==> src/rtl/muldiv_pkg.sv <==
// Shared definitions for the iterative multiply/divide unit: op codes,
// FSM state encoding, datapath step modes and the operand magnitude helper.
package muldiv_pkg;

    // Operation codes as presented on the op input.
    localparam logic [1:0] MD_MULT  = 2'b00;
    localparam logic [1:0] MD_MULTU = 2'b01;
    localparam logic [1:0] MD_DIV   = 2'b10;
    localparam logic [1:0] MD_DIVU  = 2'b11;

    // FSM state encoding.
    localparam logic [1:0] ST_IDLE = 2'd0;
    localparam logic [1:0] ST_CALC = 2'd1;
    localparam logic [1:0] ST_SIGN = 2'd2;
    localparam logic [1:0] ST_DONE = 2'd3;

    // Behaviour of the shared one-iteration datapath.
    typedef enum logic {
        STEP_MUL = 1'b0,  // add-shift
        STEP_DIV = 1'b1   // subtract-compare-shift
    } step_mode_t;

    // Widest operand md_abs can handle; WIDTH of the unit must not exceed it.
    localparam int MD_MAX_W = 64;

    typedef struct packed {
        logic                neg;
        logic [MD_MAX_W-1:0] mag;
    } md_abs_t;

    // Magnitude and sign of a width-bit operand held zero-extended in val.
    // Only the low width bits of mag are meaningful; the two's-complement
    // negation is correct there regardless of what the upper bits hold.
    function automatic md_abs_t md_abs(input logic [MD_MAX_W-1:0] val,
                                       input int                  width,
                                       input logic                is_signed);
        md_abs_t r;
        r.neg = is_signed & val[width-1];
        r.mag = r.neg ? (~val + MD_MAX_W'(1)) : val;
        return r;
    endfunction

endpackage

==> src/rtl/muldiv_step.sv <==
// One iteration of the shared multiply/divide datapath. In multiply mode it
// adds the multiplicand when the current multiplier bit is set and shifts the
// accumulator right; in divide mode it shifts the remainder left, trial-
// subtracts the divisor and shifts the resulting quotient bit in.
module muldiv_step
    import muldiv_pkg::*;
#(
    parameter int WIDTH = 32
) (
    input  step_mode_t       mode,
    input  logic [WIDTH:0]   upper,       // accumulator high half / remainder
    input  logic [WIDTH-1:0] lower,       // multiplier bits / dividend-quotient
    input  logic [WIDTH-1:0] operand,     // multiplicand / divisor
    output logic [WIDTH:0]   next_upper,
    output logic [WIDTH-1:0] next_lower
);

    logic [WIDTH:0] sum;
    logic [WIDTH:0] shifted;
    logic [WIDTH:0] diff;
    logic           fits;

    // Single iteration, selected by mode.
    always_comb begin
        // NOTE: every output gets a default first so no path can infer a latch.
        next_upper = upper;
        next_lower = lower;

        // The accumulator high half never has bit WIDTH set in multiply mode,
        // so adding the full register equals adding its low WIDTH bits.
        sum     = upper + (lower[0] ? {1'b0, operand} : '0);
        shifted = {upper[WIDTH-1:0], lower[WIDTH-1]};
        fits    = (shifted >= {1'b0, operand});
        diff    = shifted - {1'b0, operand};

        if (mode == STEP_MUL) begin
            next_upper = {1'b0, sum[WIDTH:1]};
            next_lower = {sum[0], lower[WIDTH-1:1]};
        end else begin
            next_upper = fits ? diff : shifted;
            next_lower = {lower[WIDTH-2:0], fits};
        end
    end

endmodule

==> src/rtl/muldiv_unit.sv <==
// Iterative signed/unsigned multiply and divide unit with a fixed latency of
// WIDTH+2 cycles from accepted start to the done pulse. Operands are reduced
// to magnitudes on acceptance, processed by muldiv_step one bit per cycle,
// and re-signed in a single SIGN cycle before the results are published.
module muldiv_unit
    import muldiv_pkg::*;
#(
    parameter int WIDTH = 32
) (
    input  logic             clk,
    input  logic             reset,
    input  logic             start,
    input  logic [1:0]       op,
    input  logic [WIDTH-1:0] src1,
    input  logic [WIDTH-1:0] src2,
    input  logic             flush,
    output logic             busy,
    output logic             done,
    output logic [WIDTH-1:0] hi,
    output logic [WIDTH-1:0] lo,
    output logic             div_by_zero
);

    localparam int               CNT_W     = $clog2(WIDTH) + 1;
    localparam logic [CNT_W-1:0] LAST_ITER = CNT_W'(WIDTH - 1);

    logic [1:0]       state;
    logic [CNT_W-1:0] cnt;
    logic [1:0]       op_q;
    logic [WIDTH-1:0] a_mag;      // |src1|, kept for the divide-by-zero result
    logic [WIDTH-1:0] b_mag;      // |src2|
    logic             sign_q;     // sign of product / quotient
    logic             sign_r;     // sign of remainder (sign of dividend)
    logic [WIDTH:0]   work_hi;
    logic [WIDTH-1:0] work_lo;

    md_abs_t          abs1;
    md_abs_t          abs2;
    logic             is_div;
    step_mode_t       step_mode;
    logic [WIDTH-1:0] step_operand;
    logic [WIDTH:0]   step_hi;
    logic [WIDTH-1:0] step_lo;

    logic [2*WIDTH-1:0] product;
    logic [WIDTH-1:0]   res_hi;
    logic [WIDTH-1:0]   res_lo;
    logic               res_dbz;

    // Operand magnitudes for acceptance; MULT and DIV treat operands as signed.
    always_comb begin
        abs1 = md_abs(MD_MAX_W'(src1), WIDTH, (op == MD_MULT) || (op == MD_DIV));
        abs2 = md_abs(MD_MAX_W'(src2), WIDTH, (op == MD_MULT) || (op == MD_DIV));
    end

    // Step datapath operand routing from the latched operation.
    always_comb begin
        is_div       = (op_q == MD_DIV) || (op_q == MD_DIVU);
        step_mode    = is_div ? STEP_DIV : STEP_MUL;
        step_operand = is_div ? b_mag : a_mag;
    end

    muldiv_step #(.WIDTH(WIDTH)) u_step (
        .mode       (step_mode),
        .upper      (work_hi),
        .lower      (work_lo),
        .operand    (step_operand),
        .next_upper (step_hi),
        .next_lower (step_lo)
    );

    // Re-sign the magnitude results, or apply the divide-by-zero rule.
    always_comb begin
        product = {work_hi[WIDTH-1:0], work_lo};
        res_dbz = is_div && (b_mag == '0);
        if (!is_div) begin
            {res_hi, res_lo} = sign_q ? (~product + 1'b1) : product;
        end else if (res_dbz) begin
            res_lo = '1;
            // Re-signing |src1| with its own sign recovers src1 as given.
            res_hi = sign_r ? (~a_mag + 1'b1) : a_mag;
        end else begin
            res_lo = sign_q ? (~work_lo + 1'b1) : work_lo;
            res_hi = sign_r ? (~work_hi[WIDTH-1:0] + 1'b1) : work_hi[WIDTH-1:0];
        end
    end

    // FSM, iteration counter, working registers and published results.
    always_ff @(posedge clk) begin
        // NOTE: all state in this block uses non-blocking assignment so every
        // register samples the pre-edge values of the others.
        if (reset) begin
            state       <= ST_IDLE;
            cnt         <= '0;
            op_q        <= MD_MULT;
            a_mag       <= '0;
            b_mag       <= '0;
            sign_q      <= 1'b0;
            sign_r      <= 1'b0;
            work_hi     <= '0;
            work_lo     <= '0;
            hi          <= '0;
            lo          <= '0;
            div_by_zero <= 1'b0;
        end else if (flush) begin
            // Abort: results keep the values from the last completed operation.
            state <= ST_IDLE;
        end else begin
            case (state)
                ST_IDLE: begin
                    if (start) begin
                        op_q    <= op;
                        a_mag   <= abs1.mag[WIDTH-1:0];
                        b_mag   <= abs2.mag[WIDTH-1:0];
                        sign_q  <= abs1.neg ^ abs2.neg;
                        sign_r  <= abs1.neg;
                        cnt     <= '0;
                        work_hi <= '0;
                        // Multiply walks the multiplier; divide walks the dividend.
                        work_lo <= op[1] ? abs1.mag[WIDTH-1:0] : abs2.mag[WIDTH-1:0];
                        state   <= ST_CALC;
                    end
                end
                ST_CALC: begin
                    work_hi <= step_hi;
                    work_lo <= step_lo;
                    cnt     <= cnt + 1'b1;
                    if (cnt == LAST_ITER) begin
                        state <= ST_SIGN;
                    end
                end
                ST_SIGN: begin
                    hi          <= res_hi;
                    lo          <= res_lo;
                    div_by_zero <= res_dbz;
                    state       <= ST_DONE;
                end
                default: begin
                    state <= ST_IDLE;
                end
            endcase
        end
    end

    // A flush or reset landing in DONE cancels that cycle's pulse.
    always_comb begin
        busy = (state != ST_IDLE);
        done = (state == ST_DONE) && !flush && !reset;
    end

endmodule

==> config.mk <==
export PLATFORM = sky130hd
export DESIGN_NAME = muldiv_unit
export DESIGN_NICKNAME = d
export VERILOG_FILES = /design/src/rtl/muldiv_pkg.sv /design/src/rtl/muldiv_step.sv /design/src/rtl/muldiv_unit.sv
export SDC_FILE = /design/constraint.sdc
export NUM_CORES = 1
export LEC_CHECK = 0
export ABC_AREA = 0
export BUFFER_PORTS_ARGS = -buffer_cell sky130_fd_sc_hd__buf_2
export CAP_MARGIN = 30
export CELL_PAD_IN_SITES_DETAIL_PLACEMENT = 1
export CELL_PAD_IN_SITES_GLOBAL_PLACEMENT = 1
export CORE_MARGIN = 3
export CORE_UTILIZATION = 35
export DETAILED_ROUTE_END_ITERATION = 8
export HOLD_SLACK_MARGIN = 0.06
export PLACE_DENSITY = 0.71
export SYNTH_ARGS = -nofsm -noshare
export SYNTH_HDL_FRONTEND = slang
export SYNTH_SLANG_ARGS = --single-unit
==> constraint.sdc <==
create_clock -name clk -period 12.7 [get_ports clk]
set_input_delay 2.54 -clock clk [delete_from_list [all_inputs] [get_ports clk]]
set_output_delay 2.54 -clock clk [all_outputs]
set_load 0.005 [all_outputs]
Word level (Yosys, flattened, before mapping):

Cells that the tools add are included.

* add/sub/neg operators: 9
* order comparisons: 1
* eq/ne operators: 9
* mux-type cells: 26
* bitwise gates (word level): 10
* reduce and logical (&&, ||, !) cells: 17

Operators by type and width (count)
* $mux W32: 14
* $add A32 B1 Y32 const B: 5
* $not A32 Y32: 5
* $mux W33: 3
* $pmux W33 S2: 1
* $add A64 B1 Y64 const B: 1
* $mux W64: 1
* $not A64 Y64: 1
* $pmux W32 S2: 1
* $add A33 B33 Y33: 1
* $ge A33 B32 Y1: 1
* $sub A33 B32 Y33: 1
* $logic_not A32 Y1: 1
* $pmux W6 S2: 1
* $eq A2 B2 Y1 const B: 5
* $add A6 B1 Y6 const B: 1
* $eq A6 B5 Y1 const B: 1
* $mux W6: 1
* $pmux W2 S3: 1
* $reduce_and A3 Y1: 2
* $logic_not A2 Y1: 2
* $mux W2: 2
* $ne A2 B2 Y1 const B: 2
* $reduce_and A2 Y1: 2
* 10 further kinds: 16

* bits in registers: 206
* output and inout port bits: 67
* logic and storage cells: 84

Depth between registers and ports, before layout:

Gate-level depths: netlist of run 1.

* depth after elaboration: 7
* gate-level depth with buffers: 16

By module:

A second synthesis of run 1 with hierarchy kept.

* cells, all modules: 2400
* area total of the unflattened synthesis: 17813.3 µm²

By module, submodules not included
* muldiv_unit: times used 1, cells each 1684, area each 12851.1 µm², sequential area each 4103.9 µm²
* muldiv_step: times used 1, cells each 716, area each 4962.3 µm², sequential area each 0.0 µm²

Worst setup path before layout of run 1:

Ideal clock, no wire load.

* path type: input to output
* start: in reset
* end: out done
* arrival: 3444 ps
* slack: 6716 ps
* stages on the path: 4
* buffers on the path: 3
* path through: clkbuf_1 clkbuf_1 clkbuf_1 nor3b_1

* longest elaborated chain between the ends: 2

RTL lines
* start, declared: line muldiv_unit.sv:11 `input logic reset,`
* $logic_not A1 Y1: line muldiv_unit.sv:148 `done = (state == ST_DONE) && !flush && !reset;`
* $logic_and A1 B1 Y1: line muldiv_unit.sv:148
* end, declared: line muldiv_unit.sv:18 `output logic done,`

Every way passes these cells.

Worst setup path after layout of run 1:

Same ends and word-level chain as after synthesis.

==> flow_metrics.tcl, run 1 <==
set metrics [dict create \
    crit_path_max_incr_delay_ps 200 \
    fmax_mhz 178.5 \
    cts-root-buf "clkbuf_16" \
    leakage_nw 7.555 \
    clk_path_buf_depth 3 \
    hold_slack_ps 451.0 \
    io_buffers 136 \
    dieArea_sq_mm 0.05192 \
    vias 18214 \
    synth_top_area_cell "dfxtp_1" \
    comb_power_share_pct 22.5 \
    synth_top_cell_area_share_pct 23.82 \
    diodes 0 \
    layout_common_cells "nor2_1, dfxtp_1, nand2_1, a21oi_1, buf_2" \
    required_ps 10160 \
    synth.cell_area_sq_mm 0.01723 \
    fin_cells 2994 \
    p_sw_share_pct 33.54 \
    worstSetupPathType "input port to output pin" \
    synth_edf_count 0 \
    placed_area_sq_mm 0.01839 \
    status "finished clean" \
    setup_slack_ps 7097 \
    internal_power_mw 1.328 \
    cp.arrival_ps 3060 \
    h-tree-depth 1 \
    post_cts_resized 0 \
    slew_viol_final 0 \
    grt_pass1_wl_mm 111.0 \
    finalCritPeriodShare_pct 44.12 \
    grt_max_degree 88 \
    synthArstFlopShare_pct 0 \
    row_count 80 \
    die_w_microns 227.9 \
    synth_fp_nets 2437 \
    cts_hold_buf 0 \
    gp_congestion 0.9262 \
    tns_ps 0 \
    dp_hpwl_mm 57.06 \
    cts_sinks 205 \
    synth_area_per_cell_sq_um 7.520 \
    grt_util_all_layers_pct 26.74 \
    worstHoldPathType "register to register" \
    grt-ovfl-total 0 \
    pre_cts_slack_ps 7013 \
    via_per_inst 6.084 \
    numCtsBuffers 27 \
    seqPwrFrac_pct 36.0 \
    vdd_drop_max_mv 0.1007 \
    hold_viol_final 0 \
    routed_wl_mm 72.68 \
    seq_area_frac_synth_pct 23.82 \
    dp.cells 2944 \
    nets 2463 \
    ant_nets 0 \
    ys_top_cells_by_area "dfxtp_1, xnor2_1, nor2_1" \
    ys.flop_type "dfxtp_1" \
    wl_per_cell_microns 24.27 \
    cts_tree "built" \
    post-cts-setup-buffer-count 0 \
    power_switching_uw 669.9 \
    setup_viol 0 \
    path_max_fanout 26 \
    tightest_slew_ps 993.3 \
    yosysUniqueCellTypes 83 \
    p_per_area_mw_per_mm2 103.3 \
    synth-seq-cells 205 \
    core_sq_mm 0.04815 \
    design_area_sq_mm 0.01935 \
    crit_chain "buf_6 -> nor3b_1 -> buf_2" \
    timing.final.crit_period_ps 5603 \
    cp-start-kind "input port" \
    insertion_delay_ps 580 \
    antenna_found_initial 4 \
    post-route-util_pct 40.18 \
    drc_errors 0 \
    rsz0062_at_grt "false" \
    io_pins 137 \
    endpoint_kind "output pin" \
    fin_skew_ps 18.78 \
    first_pass_iters 5 \
    grt_pass1_vias 18106 \
    fillers 5900 \
    clk_pin_slew_ps 60 \
    synthCells 2291 \
    area_growth_pct 12.29 \
    start_util_pct 35.78 \
    die_h_microns 227.9 \
    yosys_warnings 0 \
    drv_cap 0 \
    slowest_stage "nor3b_1" \
    slew_headroom_pct 33.17 \
    clkPwrFrac_pct 41.4 \
    total_power_mw 1.998 \
    layout_commonest_cell "nor2_1" \
    drt_iter0_drc 1481 \
    layout-drive-gt1-share_pct 12.10 \
]
-- flip-flops by register name, indices dropped and copies added, names as in the netlist --
register     count
lo              32
hi              32
work_lo         32
sign_q           1
a_mag           32
sign_r           1
div_by_zero      1
work_hi         33
b_mag           32
op_q             1
state            2
cnt              6
-- path summary, 6_finish.rpt --
kind,endpoint,startpoint,slack [ps],cells past startpoint
max,done,reset,7100,3
min,hi[20],hi[20],450,1
max reg2reg,work_hi[15],op_q[1],7630,12
min reg2reg,hi[20],hi[20],450,1
-- power groups by stage --
stage	registers [mW]	logic, mW	clock network [mW]
2_1_floorplan	0.704	0.306	0
4_1_cts	0.718	0.444	0.843
3_3_place_gp	0.730	0.428	0
5_1_grt	0.723	0.487	0.869
3_5_place_dp	0.733	0.441	0
6_report	0.720	0.450	0.827
-- routing by layer --
metal | vias up | wire (microns) | global-route usage [%]
met3 | 140 | 3975 | 3.356
met2 | 592 | 32120 | 43.06
met5 | - | 41 | 0
met1 | 9006 | 33300 | 36.59
li1 | 8470 | - | -
met4 | 6 | 3240 | 10.06
-- area by class of cell --
class	instances	area [sq um]	share of cell area, %
Inverter	50	187.7	0.9701
Multi-Input combinational cell	1865	12300	63.56
Clock inverter	13	198.9	1.028
Tap cell	656	820.8	4.243
Sequential cell	205	4110	21.25
Timing Repair Buffer	168	979.7	5.064
Clock buffer	37	753.2	3.893
-- kinds of logic after synthesis --
kind of cell	Yosys count	share of synthesized area, %
adders and majority gates	76	5.606
and+or+nand+nor	779	21.76
AOI/OAI and AO/OA	697	26.85
xor gates and xnor gates	212	10.78
DFF	205	23.82
buffers and inverters	221	4.960
muxes	101	6.231
-- critical path: cells and delay by family --
kind / cells / cell delay, ps
buf+inv: 2 / 300
simple gates: 1 / 200
-- Yosys cell counts (all sizes together), types with 26 or more instances --
library cell / n
o211ai: 39
nand2: 170
o21ai: 137
nand3: 33
dfxtp: 205
o22ai: 26
a211oi: 104
a21oi: 149
mux2i: 78
o31ai: 39
ha: 74
xor2: 82
buf: 26
xnor2: 130
a31oi: 31
nor2: 301
a21o: 36
clkbuf: 145
or4: 31
inv: 49
nor3: 84
Power figures use the tool's default switching activity.
==> run 2, diff against run 1 <==
clock period = 5.26 ns   (was 12.7 ns; I/O delays follow)
==> flow_metrics.tcl, run 2 (synthesized netlist as in run 1, its figures left out) <==
set metrics [dict create \
    status "finished clean" \
    worstSetupPathType "register to register" \
    ant_nets 0 \
    start_util_pct 35.78 \
    nets 2465 \
    die_w_microns 227.9 \
    clk_pin_slew_ps 60 \
    cts_tree "built" \
    grt_max_degree 81 \
    drv_cap 0 \
    area_growth_pct 12.26 \
    min_from "div_by_zero" \
    timing.final.crit_period_ps 4214 \
    tns_ps 0 \
    largest-register "work_hi" \
    io_pins 137 \
    cp.arrival_ps 4630 \
    placed_area_sq_mm 0.01836 \
    finalCritPeriodShare_pct 80.11 \
    grt_pass1_wl_mm 113.7 \
    routed_wl_mm 74.45 \
    vias 18097 \
    grt_util_all_layers_pct 27.32 \
    h-tree-depth 1 \
    endpoint_kind "register" \
    slew_viol_final 0 \
    hold_viol_final 0 \
    design_area_sq_mm 0.01934 \
    leakage_nw 7.551 \
    multi_input_comb_area_sq_mm 0.01230 \
    cp-start-kind "register" \
    drc_errors 0 \
    vdd_drop_max_mv 0.1799 \
    antenna_found_initial 1 \
    fin_cells 2993 \
    p_per_area_mw_per_mm2 253.6 \
    largest_reg_flops 33 \
    diodes 0 \
    fmax_mhz 237.3 \
    row_count 80 \
    post_cts_resized 0 \
    crit_start "op_q[1]" \
    pre_cts_slack_ps 1122 \
    layout_commonest_cell "nor2_1" \
    tightest_slew_ps 946.1 \
    cts_hold_buf 0 \
    seqCellArea_sq_mm 0.004110 \
    drt_iter0_drc 1323 \
    post-cts-setup-buffer-count 0 \
    via_per_inst 6.046 \
    io_buffers 136 \
    grt_pass1_vias 18219 \
    fillers 5907 \
    rsz0062_at_grt "false" \
    dp_hpwl_mm 58.09 \
    worstHoldPathType "register to register" \
    numCtsBuffers 27 \
    layout_common_cells "nor2_1, dfxtp_1, nand2_1, a21oi_1, buf_2" \
    insertion_delay_ps 560 \
    core_sq_mm 0.04815 \
    setup_slack_ps 1046 \
    slew_headroom_pct 36.35 \
    dieArea_sq_mm 0.05192 \
    worstReg2RegStart "op_q[1]" \
    dp.cells 2946 \
    clk_path_buf_depth 3 \
    gp_congestion 0.9369 \
    path_max_fanout 27 \
    setup_viol 0 \
    wl_per_cell_microns 24.88 \
    layout-drive-gt1-share_pct 12.20 \
    die_h_microns 227.9 \
    required_ps 5680 \
    grt-ovfl-total 0 \
    cts_sinks 205 \
    cts-root-buf "clkbuf_16" \
    first_pass_iters 5 \
    fin_skew_ps 11.85 \
]
==> run 2: final timing paths <==
kind	to	slack, ps	depth (start not counted)
max	work_hi[27]	1050	12
min	div_by_zero	450	2
max reg2reg	work_hi[27]	1050	12
min reg2reg	div_by_zero	450	2
==> run 2: area by class of cell <==
cell class,instances,area share [%]
clock inverter,14,1.326
tap,656,4.244
clock buffer,33,3.765
sequential,205,21.25
inverter,50,0.9704
multi-input combinational,1865,63.57
timing repair buffer,170,4.871
==> run 2: power by group <==
| group | switching, mW | leakage, nW | total [mW] | internal (mW) |
|---|---|---|---|---|
| logic | 0.707 | 5.41 | 1.08 | 0.377 |
| registers | 0.131 | 1.67 | 1.75 | 1.62 |
| clock network | 0.753 | 0.473 | 2.07 | 1.32 |
| total | 1.59 | 7.55 | 4.91 | 3.31 |
==> run 2: through the flow <==
step           hold slack (ps)  utilization (%)  power, mW
4_1_cts                  455.2            40.17      4.899
2_1_floorplan            448.2                -      2.439
5_1_grt                  470.4            40.17      5.065
6_report                 450.3            40.17      4.905
3_5_place_dp             447.6            38.13      2.836
3_3_place_gp             435.0            38.13      2.811
==> run 2: worst max-delay path, cell delays in order (launching register included) <==
cell and delay (ps):
dfxtp_4 610, buf_4 410, mux2i_1 440, nor2_1 90, ha_1 390, a21o_1 240, a21o_1 190, a2111oi_0 520
o21ai_0 220, a41oi_1 320, o21a_1 280, xor2_1 210, o211ai_1 120
==> run 2: per-layer routing <==
layer / global-route usage [%] / routed length, microns / part of all wire, %
met1: 37.54 / 34250 / 46
met2: 45.21 / 34150 / 46
met3: 3.031 / 3668 / 4.9
met4: 8.011 / 2377 / 3.2
met5: 0 / 13 / 0.017
